$ cat config.mk
export PLATFORM = sky130hd
export DESIGN_NAME = dac_val_ctrl
export DESIGN_NICKNAME = d
export VERILOG_FILES = /design/src/rtl/dac_pkg.sv /design/src/rtl/btn_debounce.sv /design/src/rtl/dac_val_ctrl.sv
export SDC_FILE = /design/constraint.sdc
export NUM_CORES = 1
export LEC_CHECK = 0
export CAP_MARGIN = 20
export CORE_ASPECT_RATIO = 1.75
export CORE_UTILIZATION = 40
export CTS_CLUSTER_SIZE = 28
export DETAILED_ROUTE_END_ITERATION = 7
export DONT_BUFFER_PORTS = 1
export GPL_TIMING_DRIVEN = 0
export PLACE_DENSITY = 0.65
export SYNTH_ARGS = -nofsm -noshare
export SYNTH_HDL_FRONTEND = slang
export SYNTH_HIERARCHICAL = 1
export SYNTH_SLANG_ARGS = --single-unit
$ cat constraint.sdc
create_clock -name clk -period 4 [get_ports clk]
set_input_delay 0.8 -clock clk [delete_from_list [all_inputs] [get_ports clk]]
set_output_delay 0.8 -clock clk [all_outputs]
set_load 0.05 [all_outputs]
$ cat src/rtl/dac_pkg.sv
// dac_pkg: shared types and constants for the front-panel DAC value controller.
//   - bcd_state_e : converter FSM states (idle / shifting)
//   - STEP_FINE / STEP_COARSE : step sizes selected by step_sel
//   - VAL_MAX : upper clamp for the 8-bit DAC code
//   - add3 : double-dabble digit correction
package dac_pkg;

   typedef enum logic [0:0] {
      StIdle,
      StShift
   } bcd_state_e;

   localparam logic [7:0] STEP_FINE   = 8'd1;
   localparam logic [7:0] STEP_COARSE = 8'd10;
   localparam logic [8:0] VAL_MAX     = 9'd255;

   // Add 3 to a BCD nibble that is 5 or more so the following shift carries correctly.
   function automatic logic [3:0] add3(input logic [3:0] d);
      return (d >= 4'd5) ? d + 4'd3 : d;
   endfunction

endpackage

$ cat src/rtl/btn_debounce.sv
// btn_debounce: 2-FF synchronizer plus stability counter for one raw push button.
// Ports:
//   clk     - system clock
//   rst     - asynchronous active-high reset
//   btn_raw - raw button level, asynchronous to clk
//   level   - debounced level; flips after DB_CNT consecutive differing synced cycles
module btn_debounce #(
   parameter int unsigned DB_CNT = 50000
) (
   input  logic clk,
   input  logic rst,
   input  logic btn_raw,
   output logic level
);

   localparam int unsigned CW = (DB_CNT < 2) ? 1 : $clog2(DB_CNT + 1);

   logic [1:0]    sync_q;
   logic [CW-1:0] cnt_q;
   logic          level_q;

   always_ff @(posedge clk or posedge rst) begin
      if (rst) begin
         sync_q  <= 2'b00;
         cnt_q   <= '0;
         level_q <= 1'b0;
      end else begin
         sync_q <= {sync_q[0], btn_raw};
         if (sync_q[1] == level_q) begin
            // Any agreeing cycle restarts the stability window.
            cnt_q <= '0;
         end else if (cnt_q == CW'(DB_CNT - 1)) begin
            cnt_q   <= '0;
            level_q <= sync_q[1];
         end else begin
            cnt_q <= cnt_q + 1'b1;
         end
      end
   end

   assign level = level_q;

endmodule

$ cat src/rtl/dac_val_ctrl.sv
// dac_val_ctrl: debounces up/down/clear buttons, keeps a saturating 8-bit DAC code and
// converts it to three BCD digits with a sequential double-dabble engine.
// Optional feature: define DAC_VAL_AUTOREPEAT_EN to enable hold-to-repeat on up/down.
// Ports:
//   clk, rst                - system clock, asynchronous active-high reset
//   btn_up, btn_dn, btn_clr - raw active-high buttons
//   step_sel                - 0: step 1, 1: step 10
//   val, val_upd            - current DAC code and one-cycle update pulse
//   bcd_h, bcd_t, bcd_o     - digits of the last converted value
//   bcd_valid               - digits match the current val
module dac_val_ctrl #(
   parameter int unsigned DB_CNT   = 50000,
   parameter int unsigned RPT_DLY  = 500000,
   parameter int unsigned RPT_RATE = 100000,
   parameter logic [7:0]  RST_VAL  = 8'd0
) (
   input  logic       clk,
   input  logic       rst,
   input  logic       btn_up,
   input  logic       btn_dn,
   input  logic       btn_clr,
   input  logic       step_sel,
   output logic [7:0] val,
   output logic       val_upd,
   output logic [3:0] bcd_h,
   output logic [3:0] bcd_t,
   output logic [3:0] bcd_o,
   output logic       bcd_valid
);

   import dac_pkg::*;

   // ---------------------------------------------------------------- debounce and edges
   logic up_db, dn_db, clr_db;
   logic up_db_q, dn_db_q, clr_db_q;

   btn_debounce #(.DB_CNT(DB_CNT)) u_db_up (
      .clk     (clk),
      .rst     (rst),
      .btn_raw (btn_up),
      .level   (up_db)
   );

   btn_debounce #(.DB_CNT(DB_CNT)) u_db_dn (
      .clk     (clk),
      .rst     (rst),
      .btn_raw (btn_dn),
      .level   (dn_db)
   );

   btn_debounce #(.DB_CNT(DB_CNT)) u_db_clr (
      .clk     (clk),
      .rst     (rst),
      .btn_raw (btn_clr),
      .level   (clr_db)
   );

   always_ff @(posedge clk or posedge rst) begin
      if (rst) begin
         up_db_q  <= 1'b0;
         dn_db_q  <= 1'b0;
         clr_db_q <= 1'b0;
      end else begin
         up_db_q  <= up_db;
         dn_db_q  <= dn_db;
         clr_db_q <= clr_db;
      end
   end

   logic up_ev, dn_ev, clr_ev;
   assign up_ev  = up_db & ~up_db_q;
   assign dn_ev  = dn_db & ~dn_db_q;
   assign clr_ev = clr_db & ~clr_db_q;

   logic up_step, dn_step;

`ifdef DAC_VAL_AUTOREPEAT_EN
   // ---------------------------------------------------------------- auto-repeat
   localparam int unsigned HW = (RPT_DLY < 2) ? 1 : $clog2(RPT_DLY + 1);
   localparam int unsigned RW = (RPT_RATE < 2) ? 1 : $clog2(RPT_RATE + 1);

   logic [HW-1:0] hold_q;
   logic [RW-1:0] rate_q;
   logic          hold_active;
   logic          rpt_fire;

   // Only one direction held counts; both held or none held rewinds the counters.
   assign hold_active = up_db ^ dn_db;

   always_ff @(posedge clk or posedge rst) begin
      if (rst) begin
         hold_q <= '0;
         rate_q <= '0;
      end else if (!hold_active) begin
         hold_q <= '0;
         rate_q <= '0;
      end else if (hold_q != HW'(RPT_DLY)) begin
         hold_q <= hold_q + 1'b1;
      end else begin
         rate_q <= (rate_q == RW'(RPT_RATE - 1)) ? '0 : rate_q + 1'b1;
      end
   end

   assign rpt_fire = hold_active && (hold_q == HW'(RPT_DLY)) && (rate_q == '0);
   assign up_step  = up_ev | (rpt_fire & up_db);
   assign dn_step  = dn_ev | (rpt_fire & dn_db);
`else
   logic unused_rpt_cfg;
   assign unused_rpt_cfg = (RPT_DLY != 0) ^ (RPT_RATE != 0);
   assign up_step = up_ev;
   assign dn_step = dn_ev;
`endif

   // ---------------------------------------------------------------- value register
   logic [7:0] val_q, val_d;
   logic       val_upd_q, val_upd_d;
   logic [8:0] step9, sum9, diff9;

   assign step9 = {1'b0, (step_sel ? STEP_COARSE : STEP_FINE)};
   assign sum9  = {1'b0, val_q} + step9;
   assign diff9 = {1'b0, val_q} - step9;

   always_comb begin
      val_d     = val_q;
      val_upd_d = 1'b0;
      if (clr_ev) begin
         // Clear always reports an update, even when the value does not move.
         val_d     = RST_VAL;
         val_upd_d = 1'b1;
      end else if (up_step && !dn_step) begin
         val_d     = (sum9 > VAL_MAX) ? VAL_MAX[7:0] : sum9[7:0];
         val_upd_d = (val_d != val_q);
      end else if (dn_step && !up_step) begin
         val_d     = diff9[8] ? 8'd0 : diff9[7:0];
         val_upd_d = (val_d != val_q);
      end
   end

   always_ff @(posedge clk or posedge rst) begin
      if (rst) begin
         val_q     <= RST_VAL;
         val_upd_q <= 1'b0;
      end else begin
         val_q     <= val_d;
         val_upd_q <= val_upd_d;
      end
   end

   // ---------------------------------------------------------------- BCD converter
   bcd_state_e  state_q, state_d;
   logic [2:0]  iter_q, iter_d;
   logic [19:0] sh_q, sh_d;         // {hundreds, tens, ones, binary}
   logic [11:0] bcd_q, bcd_d;
   logic        valid_q, valid_d;
   logic        pending_q, pending_d;
   logic [19:0] sh_adj, sh_next;

   assign sh_adj  = {add3(sh_q[19:16]), add3(sh_q[15:12]), add3(sh_q[11:8]), sh_q[7:0]};
   assign sh_next = {sh_adj[18:0], 1'b0};

   always_comb begin
      state_d   = state_q;
      iter_d    = iter_q;
      sh_d      = sh_q;
      bcd_d     = bcd_q;
      valid_d   = valid_q;
      pending_d = pending_q;
      if (val_upd_q || pending_q) begin
         // A new value restarts the conversion even mid-shift.
         state_d   = StShift;
         iter_d    = 3'd0;
         sh_d      = {12'd0, val_q};
         valid_d   = 1'b0;
         pending_d = 1'b0;
      end else if (state_q == StShift) begin
         sh_d   = sh_next;
         iter_d = iter_q + 3'd1;
         if (iter_q == 3'd7) begin
            bcd_d   = sh_next[19:8];
            valid_d = 1'b1;
            state_d = StIdle;
         end
      end
   end

   always_ff @(posedge clk or posedge rst) begin
      if (rst) begin
         state_q   <= StIdle;
         iter_q    <= 3'd0;
         sh_q      <= '0;
         bcd_q     <= '0;
         valid_q   <= 1'b0;
         pending_q <= 1'b1;
      end else begin
         state_q   <= state_d;
         iter_q    <= iter_d;
         sh_q      <= sh_d;
         bcd_q     <= bcd_d;
         valid_q   <= valid_d;
         pending_q <= pending_d;
      end
   end

   assign val       = val_q;
   assign val_upd   = val_upd_q;
   assign bcd_h     = bcd_q[11:8];
   assign bcd_t     = bcd_q[7:4];
   assign bcd_o     = bcd_q[3:0];
   assign bcd_valid = valid_q;

endmodule

# Yosys cells after proc, flatten, opt, wreduce, memory -nomap -nowiden
# Cells that the tools add are included.
dict set report word_totals {
  ff_bits 107
  input_bits 6
  output_inout_bits 22
}
dict set report classes {
  reduce_logical 13
  eq_ne 9
  order_cmp 4
  muxes 28
  bitwise 10
  add_sub_neg 9
}
# cell count
set op_table {}
lappend op_table {{$mux W16} 6}
lappend op_table {{$add A16 B1 Y16 const B} 3}
lappend op_table {{$eq A16 B16 Y1 const B} 3}
lappend op_table {{$mux W20} 2}
lappend op_table {{$mux W8} 5}
lappend op_table {{$ne A8 B8 Y1} 2}
lappend op_table {{$ge A4 B3 Y1 const B} 3}
lappend op_table {{$mux W4} 3}
lappend op_table {{$add A8 B4 Y9} 1}
lappend op_table {{$gt A9 B8 Y1 const B} 1}
lappend op_table {{$mux W1} 9}
lappend op_table {{$mux W3} 3}
lappend op_table {{$sub A8 B4 Y9} 1}
lappend op_table {{$add A4 B2 Y4 const B} 2}
lappend op_table {{$reduce_and A2 Y1} 4}
lappend op_table {{$not A1 Y1} 7}
lappend op_table {{$reduce_bool A2 Y1} 2}
lappend op_table {{$add A3 B1 Y3 const B} 1}
lappend op_table {{$add A3 B2 Y3 const B} 1}
lappend op_table {{$and A1 B1 Y1} 3}
lappend op_table {{$eq A1 B1 Y1} 3}
lappend op_table {{$eq A3 B3 Y1 const B} 1}
lappend op_table {{$reduce_and A3 Y1} 1}
lappend op_table {{$reduce_bool A3 Y1} 1}
lappend op_table {{3 further kinds} 5}

# Longest topological paths before layout
# Gate-level depths: netlist (run 1).
dict set report depth {
  word_depth 7
  ltp_mapped 10
}

# Cells and area by module
# Netlist (run 1), hierarchy kept.
# module seq_area_each_um2 cells_per_inst area_each_um2 instances
set modules_own_cells {}
lappend modules_own_cells {dac_val_ctrl 1252.5 317 2990.4 1}
lappend modules_own_cells {btn_debounce 475.5 87 982.2 3}

# Least setup slack after synthesis (run 1)
# Ideal clock, no wire load.
dict set report synth_timing {
  path_kind {input -> register}
  from {in step_sel}
  to {reg val_upd_q, in the netlist val_upd}
  setup_ps 135
  arrival_ps 2536
  slack_ps 1330
  n_path_buf 0
  stages 10
  t_required_ps 3865
  cell_sequence {inv_1 > ha_1 > inv_1 > fa_1 > o21ai_2 > and3_4 > a21oi_2 > o32ai_2 > a41o_1 > o311ai_1}
}
dict set report synth_between {
  elab_chain_len 7
  word_cells_on_any_way 11
}
# element line
set synth_rtl {}
lappend synth_rtl {{start, declared} dac_val_ctrl.sv:22} ;# input logic step_sel,
lappend synth_rtl {{$mux W4 *} dac_val_ctrl.sv:119} ;# assign step9 = {1'b0, (step_sel ? STEP_COARSE : STEP_FINE)};
lappend synth_rtl {{$add A8 B4 Y9 / $sub A8 B4 Y9 (equally long branches)} {dac_val_ctrl.sv:120, dac_val_ctrl.sv:121}}
lappend synth_rtl {{$gt A9 B8 Y1 / $mux W8 (equally long branches)} {dac_val_ctrl.sv:131, dac_val_ctrl.sv:134}}
lappend synth_rtl {{$mux W8 / $ne A8 B8 Y1 (equally long branches)} {dac_val_ctrl.sv:131, dac_val_ctrl.sv:135}}
lappend synth_rtl {{$ne A8 B8 Y1 / $mux W1 (equally long branches)} {dac_val_ctrl.sv:132, dac_val_ctrl.sv:133}}
lappend synth_rtl {{$mux W1 *} dac_val_ctrl.sv:130} ;# end else if (up_step && !dn_step) begin
lappend synth_rtl {{$mux W1 *} dac_val_ctrl.sv:126} ;# if (clr_ev) begin
lappend synth_rtl {{net val_upd_d} dac_val_ctrl.sv:116} ;# logic val_upd_q, val_upd_d;
lappend synth_rtl {{end signal, assigned} dac_val_ctrl.sv:145} ;# val_upd_q <= val_upd_d;
lappend synth_rtl {{end, declared} dac_val_ctrl.sv:116}
# The timed path passes the listed nets; every way through them passes the cells marked *.
# A chain may end at the register's enable or synchronous reset.

# Final worst setup path (run 1)
dict set report layout_timing {
  from {reg val_q[0], in the netlist val[0]}
  to {reg val_upd_q, in the netlist val_upd}
}
dict set report layout_between {
  elab_chain_len 6
  word_cells_on_any_way 10
}
# element line
set layout_rtl {}
lappend layout_rtl {{start, declared} dac_val_ctrl.sv:115} ;# logic [7:0] val_q, val_d;
lappend layout_rtl {{start signal, assigned} dac_val_ctrl.sv:144} ;# val_q <= val_d;
lappend layout_rtl {{$add A8 B4 Y9 / $sub A8 B4 Y9 (equally long branches)} {dac_val_ctrl.sv:120, dac_val_ctrl.sv:121}}
lappend layout_rtl {{$gt A9 B8 Y1 / $mux W8 (equally long branches)} {dac_val_ctrl.sv:131, dac_val_ctrl.sv:134}}
lappend layout_rtl {{$mux W8 / $ne A8 B8 Y1 (equally long branches)} {dac_val_ctrl.sv:131, dac_val_ctrl.sv:135}}
lappend layout_rtl {{$ne A8 B8 Y1 / $mux W1 (equally long branches)} {dac_val_ctrl.sv:132, dac_val_ctrl.sv:133}}
lappend layout_rtl {{$mux W1 *} dac_val_ctrl.sv:130}
lappend layout_rtl {{$mux W1 *} dac_val_ctrl.sv:126}
lappend layout_rtl {{net val_upd_d} dac_val_ctrl.sv:116}
# Marks and branches as above.

==> out/metrics.cfg, run 1 <==
[status]
status = finished, final reports clean

[power_and_ir_drop]
power_density_nw_per_um2 = 332
leakage_uw = 0.00287
peakVddDrop_mv = 0.362

[synthesis]
synth_compound_area_frac = 0.0917
post-synth-top-count-cell = dfrtp_1
ys_top_cells_by_count = dfrtp_1 (106), nor2_1 (61), nand2_1 (39)
muxShareOfSynthArea = 0.0390
ys.flop_type = dfrtp_1
synth_area_per_cell_um2 = 10.3
synthArstFlopShare = 1.00
ys_warn_count = 6
synth-xor-area-share = 0.0841
yosys.area_share.simple = 0.241
yosys_register_bits = 107
synth-edff-count = 0
syn-cell-area_um2 = 5940
synth_top_family_by_area = simple AND/OR/NAND/NOR gates
synth_cell_types = 68
seq_area_frac_synth = 0.451
synth_top_area_cell = dfrtp_1
synth_fa_ha_area_frac = 0.0426
synth_area_leaders = dfrtp_1 (45%), xnor2_1 (5.2%), nor2_1 (3.9%), ha_1 (3.6%), xor2_1 (3.2%)
synth_top_area_share = 0.447
synthCells = 578
synth_nets = 603

[clock_network]
cts_buffers = 9
hold_buffers = 0
cts_setup_buffers = 0
htreeDepth = 3
clockBufferDepth = 2
cts_resized = 0
cts_root_buf = clkbuf_16
cts_tree = built
clkLatencyLatePin_ps = 340
cts.clk_slew.worst_paths_ps = 70
clock-sinks = 107

[timing]
slew_headroom = 0.433
timing.setup.tns_ps = 0
finalHoldViolCount = 0
period_needed_ps = 2900
clock.fmax_ghz = 0.345
skew_ps = 5.39
setup_viol = 0
fin_crit_sh = 0.725
slew_viol_final = 0
grt_setup_unrepaired = no
tightest_slew_ps = 851

[layout]
diodes = 0
area_growth_pct = 9.23
fin_util = 0.449
nNetsFinal = 615
drive_gt1_frac = 0.156
final_cells = 775

[placed_design]
gp_congestion = 0.883
place_hpwl_mm = 8.79
dp_cells = 759
portBuffers = 0

[worst_setup_path]
critPathTopFamily = flip-flops
worst-path-max-fanout = 5
cp-start-kind = flip-flop
cpMostUsedCell = inv_1
cp.arrival_ps = 3110
r2r_start = val[0]
reg2regPathDepth = 10
worst_ep_required_time_ps = 4210
crit_type = flip-flop to flip-flop
reg2reg_slack_ps = 1100
crit_buf_inv = 2
slowest_stage = dfrtp_1
cp_slowest_stage_delay_ps = 790
crit_start = val[0]
cp_cell_sequence = inv_1 -> ha_1 -> inv_1 -> fa_1 -> o21ai_2 -> and3_4 -> nor3_2 -> xnor2_1 -> a41o_1 -> o311ai_1
worst_setup_path_end_kind = flip-flop
r2r-end = val_upd

[run]
drv_cap = 0

[route]
drt-total-wl_mm = 11.9
drt-initial-drc-count = 182
ant_nets = 0
drc = 0
vias = 4232
vias_per_cell = 5.46
drt-pass1-iter-count = 4
post_drt_wl_per_cell_um = 15.3

[floorplanning]
num_io_pins = 28
die_y_um = 163
start_util = 0.411
die_area_um2 = 15400
rows = 58
die_w_um = 94.1
core_area_um2 = 14400

[grt]
grt_pass1_wl_mm = 20.5
antenna_found_initial = 0
grt_max_degree = 44
gr-usage-all-layers = 0.169
grt_pass1_vias = 4359
grt_overflow_total = 0

[worst_hold_path]
hold_class = input port to async pin

==> cell families after synthesis <==
kind of cell / count (synthesis)
AND/OR/NAND/NOR: 234
adder cells (fa/ha/maj): 19
buffers and inverters: 53
multiplexers: 22
flip-flops: 107
XOR/XNOR: 57
AO/OA/AOI/OAI: 85
other: 1
==> worst register-to-register path: stages (launching register included) <==
cell      delay, ps
dfrtp_1         790
inv_1           270
ha_1            280
inv_1            70
fa_1            260
o21ai_2         120
and3_4          240
nor3_2          250
xnor2_1         170
a41o_1          230
o311ai_1        100
==> power by group <==
group	switching (µW)	internal, µW
combinational	75.2	40.8
clock	411	495
sequential	24.9	1100
==> flip-flops by register name, indices dropped and copies added (netlist names) <==
name / cells
state_q: 1
u_db_dn/level: 1
u_db_clr/sync_q: 2
u_db_dn/sync_q: 2
bcd_q: 12
u_db_up/level: 1
u_db_up/sync_q: 2
val: 8
val_upd: 1
sh_q: 20
dn_db_q: 1
iter_q: 3
u_db_clr/cnt_q: 16
bcd_valid: 1
u_db_clr/level: 1
up_db_q: 1
u_db_dn/cnt_q: 16
u_db_up/cnt_q: 16
clr_db_q: 1
pending_q: 1
==> how the worst max path moves through the flow <==
stage | endpoint | slack [ps] | depth (start not counted)
after CTS | val_upd | 1100 | 10
after floorplan | val_upd | 1330 | 10
after global routing | val_upd | 940 | 10
after detailed placement | val_upd | 1080 | 10
after global placement | val_upd | 1100 | 10
final | val_upd | 1100 | 10
==> routing by layer <==
| metal | GRT usage | vias to the layer above | routed length, µm |
|---|---|---|---|
| met5 | 0 | - | 0 |
| met4 | 0.0706 | 0 | 348 |
| met3 | 0.0293 | 22 | 377 |
| met2 | 0.313 | 79 | 6480 |
| met1 | 0.185 | 2092 | 4650 |
| li1 | - | 2039 | - |
==> placed cells by master (no fill, tap or decap), types with 11 or more instances in the layout <==
cell type | netlist | layout
o21ai_0 | 35 | 35
nor2_1 | 61 | 61
nand2_1 | 39 | 39
dfrtp_1 | 106 | 106
nand3_1 | 23 | 23
xor2_1 | 22 | 22
nor3_1 | 11 | 11
xnor2_1 | 35 | 35
mux2i_1 | 13 | 13
nand4_1 | 16 | 16
inv_1 | 23 | 22
ha_1 | 17 | 17
a21oi_1 | 14 | 14
==> final cells by class <==
cell class	instances	area (µm²)
inverter	23	86.3
clock buffer	10	229
multi-input combinational	418	2960
sequential	107	2680
buffer	30	210
timing repair buffer	1	20.0
tap	180	225
clock inverter	6	73.8
fill	1378	7960
==> through the flow <==
step	hold slack [ps]	instance area [µm²]	worst slack [ps]	total power, µW
floorplan	331	5940	1330	1230
global placement	335	6160	1100	1260
detailed placement	337	6180	1080	1270
CTS	249	6480	1100	2180
global route	245	6480	945	2240
finish	254	6480	1100	2150
(Power assumes the default switching activity.)
==> run 2: changes to the inputs <==
--- a/config.mk
+++ b/config.mk
@@ -12,7 +12,7 @@
 export DETAILED_ROUTE_END_ITERATION = 7
 export DONT_BUFFER_PORTS = 1
 export GPL_TIMING_DRIVEN = 0
-export PLACE_DENSITY = 0.65
+export PLACE_DENSITY = 0.67
 export SYNTH_ARGS = -nofsm -noshare
 export SYNTH_HDL_FRONTEND = slang
 export SYNTH_HIERARCHICAL = 1
==> constraint.sdc (replaced) <==
create_clock -name clk -period 2.35 [get_ports clk]
set_input_delay 0.47 -clock clk [delete_from_list [all_inputs] [get_ports clk]]
set_output_delay 0.47 -clock clk [all_outputs]
set_load 0.05 [all_outputs]
==> run 2 against run 1 <==
The flow now finishes with violations (negative setup slack); clock power is 65% higher; non-clock buffer count is 14 higher; wire length is 2.4% higher; final cell count is 1.8% higher.
==> out/metrics.cfg, run 2 (same netlist as run 1, synthesis figures left out) <==
[timing]
slew_headroom = 0.507
clock.fmax_ghz = 0.413
setup_viol = 4
period_needed_ps = 2420
skew_ps = 5.07
fin_crit_sh = 1.03
finalHoldViolCount = 0
hold_ws_ps = 120
worst_slack_ps = -69.8
tightest_slew_ps = 740
grt_setup_unrepaired = yes
slew_viol_final = 0

[placed_design]
dp_cells = 759
place_hpwl_mm = 8.73
dp_slack_ps = -344
gp_congestion = 0.886
portBuffers = 0
dpl_cell_area_um2 = 6180

[layout]
final_cells = 789
seq_area_um2 = 2690
final_cell_mix = dfrtp_1 (103), nor2_1 (61), nand2_1 (39)
top_register = sh_q
drive_gt1_frac = 0.195
nNetsFinal = 629
fillCellCount = 1326
largest_reg_flops = 20
final_common_cell = dfrtp_1
fin_util = 0.460
diodes = 0
area_growth_pct = 12.0
stdcell_area_um2 = 6650
multiInputGateArea_um2 = 3020

[clock_network]
cts_buffers = 9
cts_tree = built
clkLatencyLatePin_ps = 340
clockBufferDepth = 2
htreeDepth = 3
clock-sinks = 107
cts.clk_slew.worst_paths_ps = 70
cts_root_buf = clkbuf_16

[power_and_ir_drop]
peakVddDrop_mv = 0.369
leakage_uw = 0.00293
power_density_nw_per_um2 = 547

[grt]
grt_pass1_vias = 4478
grt_overflow_total = 0
gr-usage-all-layers = 0.170
antenna_found_initial = 0
grt_pass1_wl_mm = 20.5
grt_max_degree = 45

[floorplanning]
die_area_um2 = 15400
rows = 58
die_y_um = 163
num_io_pins = 28
core_area_um2 = 14400
start_util = 0.411
die_w_um = 94.1

[route]
drt-pass1-iter-count = 4
vias = 4305
drt-total-wl_mm = 12.1
drc = 0
post_drt_wl_per_cell_um = 15.4
ant_nets = 0
vias_per_cell = 5.46
drt-initial-drc-count = 155

[worst_setup_path]
worst_ep_required_time_ps = 2560
crit_type = flip-flop to flip-flop
reg2reg_slack_ps = -70
reg2regPathDepth = 10
r2r-end = val_upd
worst_setup_path_end_kind = flip-flop
r2r_start = val[0]
crit_start = val[0]
cp-start-kind = flip-flop
cp.arrival_ps = 2630
worst-path-max-fanout = 5

[status]
violations = negative setup slack
status = finished with violations

[run]
drv_cap = 0

[worst_hold_path]
hold_class = input port to async pin

-- run 2: report_power, final --
group	total [µW]	internal, µW	leakage, µW	switching, µW
clock network	1500	829	0.000143	668
logic	218	82.8	0.00137	135
registers	1920	1880	0.00142	43.5
-- run 2: worst max-delay path, cell delays in order, from the launching register on --
cell and delay, ps:
dfrtp_4 600, inv_4 100, ha_4 140, inv_2 40, fa_2 390, o21ai_4 190
and3_4 260, a21oi_2 40, o32ai_2 210, a41o_1 220, o311ai_2 100
-- run 2: how the worst max path moves through the flow --
stage | end | cells past startpoint
2_1_floorplan | val_upd | 10
3_3_place_gp | val_upd | 10
3_5_place_dp | val_upd | 10
4_1_cts | val_upd | 10
5_1_grt | val_upd | 9
6_report | val_upd | 10
-- run 2: timing repair --
action | in CTS | in global routing
setup buffers | 8 | 5
resized for setup | 15 | 4
pin swaps | 9 | 8
endpoints found under the setup margin | 8 | 9
endpoints found under the hold margin | 6 | 0
hold buffers | 1 | 0
-- run 2: final cells by class --
type / count / area share
Clock inverter: 6 / 0.00979
Timing Repair Buffer: 15 / 0.0188
Sequential cell: 107 / 0.404
Inverter: 23 / 0.0134
Buffer: 30 / 0.0316
Tap cell: 180 / 0.0339
Clock buffer: 10 / 0.0344
Multi-Input combinational cell: 418 / 0.454
-- run 2: metal layers --
metal  up-vias  global-route usage  part of all wire
met5         -                   0                 0
met4         0               0.100             0.034
met3        32              0.0265             0.030
li1       2060                   -                 -
met1      2130               0.182              0.39
met2        83               0.308              0.55
-- run 2: per-stage QoR --
step | setup TNS [ps] | total power, µW
3_3_place_gp | -1770 | 2140
5_1_grt | -773 | 3800
2_1_floorplan | 0 | 2100
4_1_cts | -125 | 3680
6_report | -129 | 3630
3_5_place_dp | -1880 | 2160
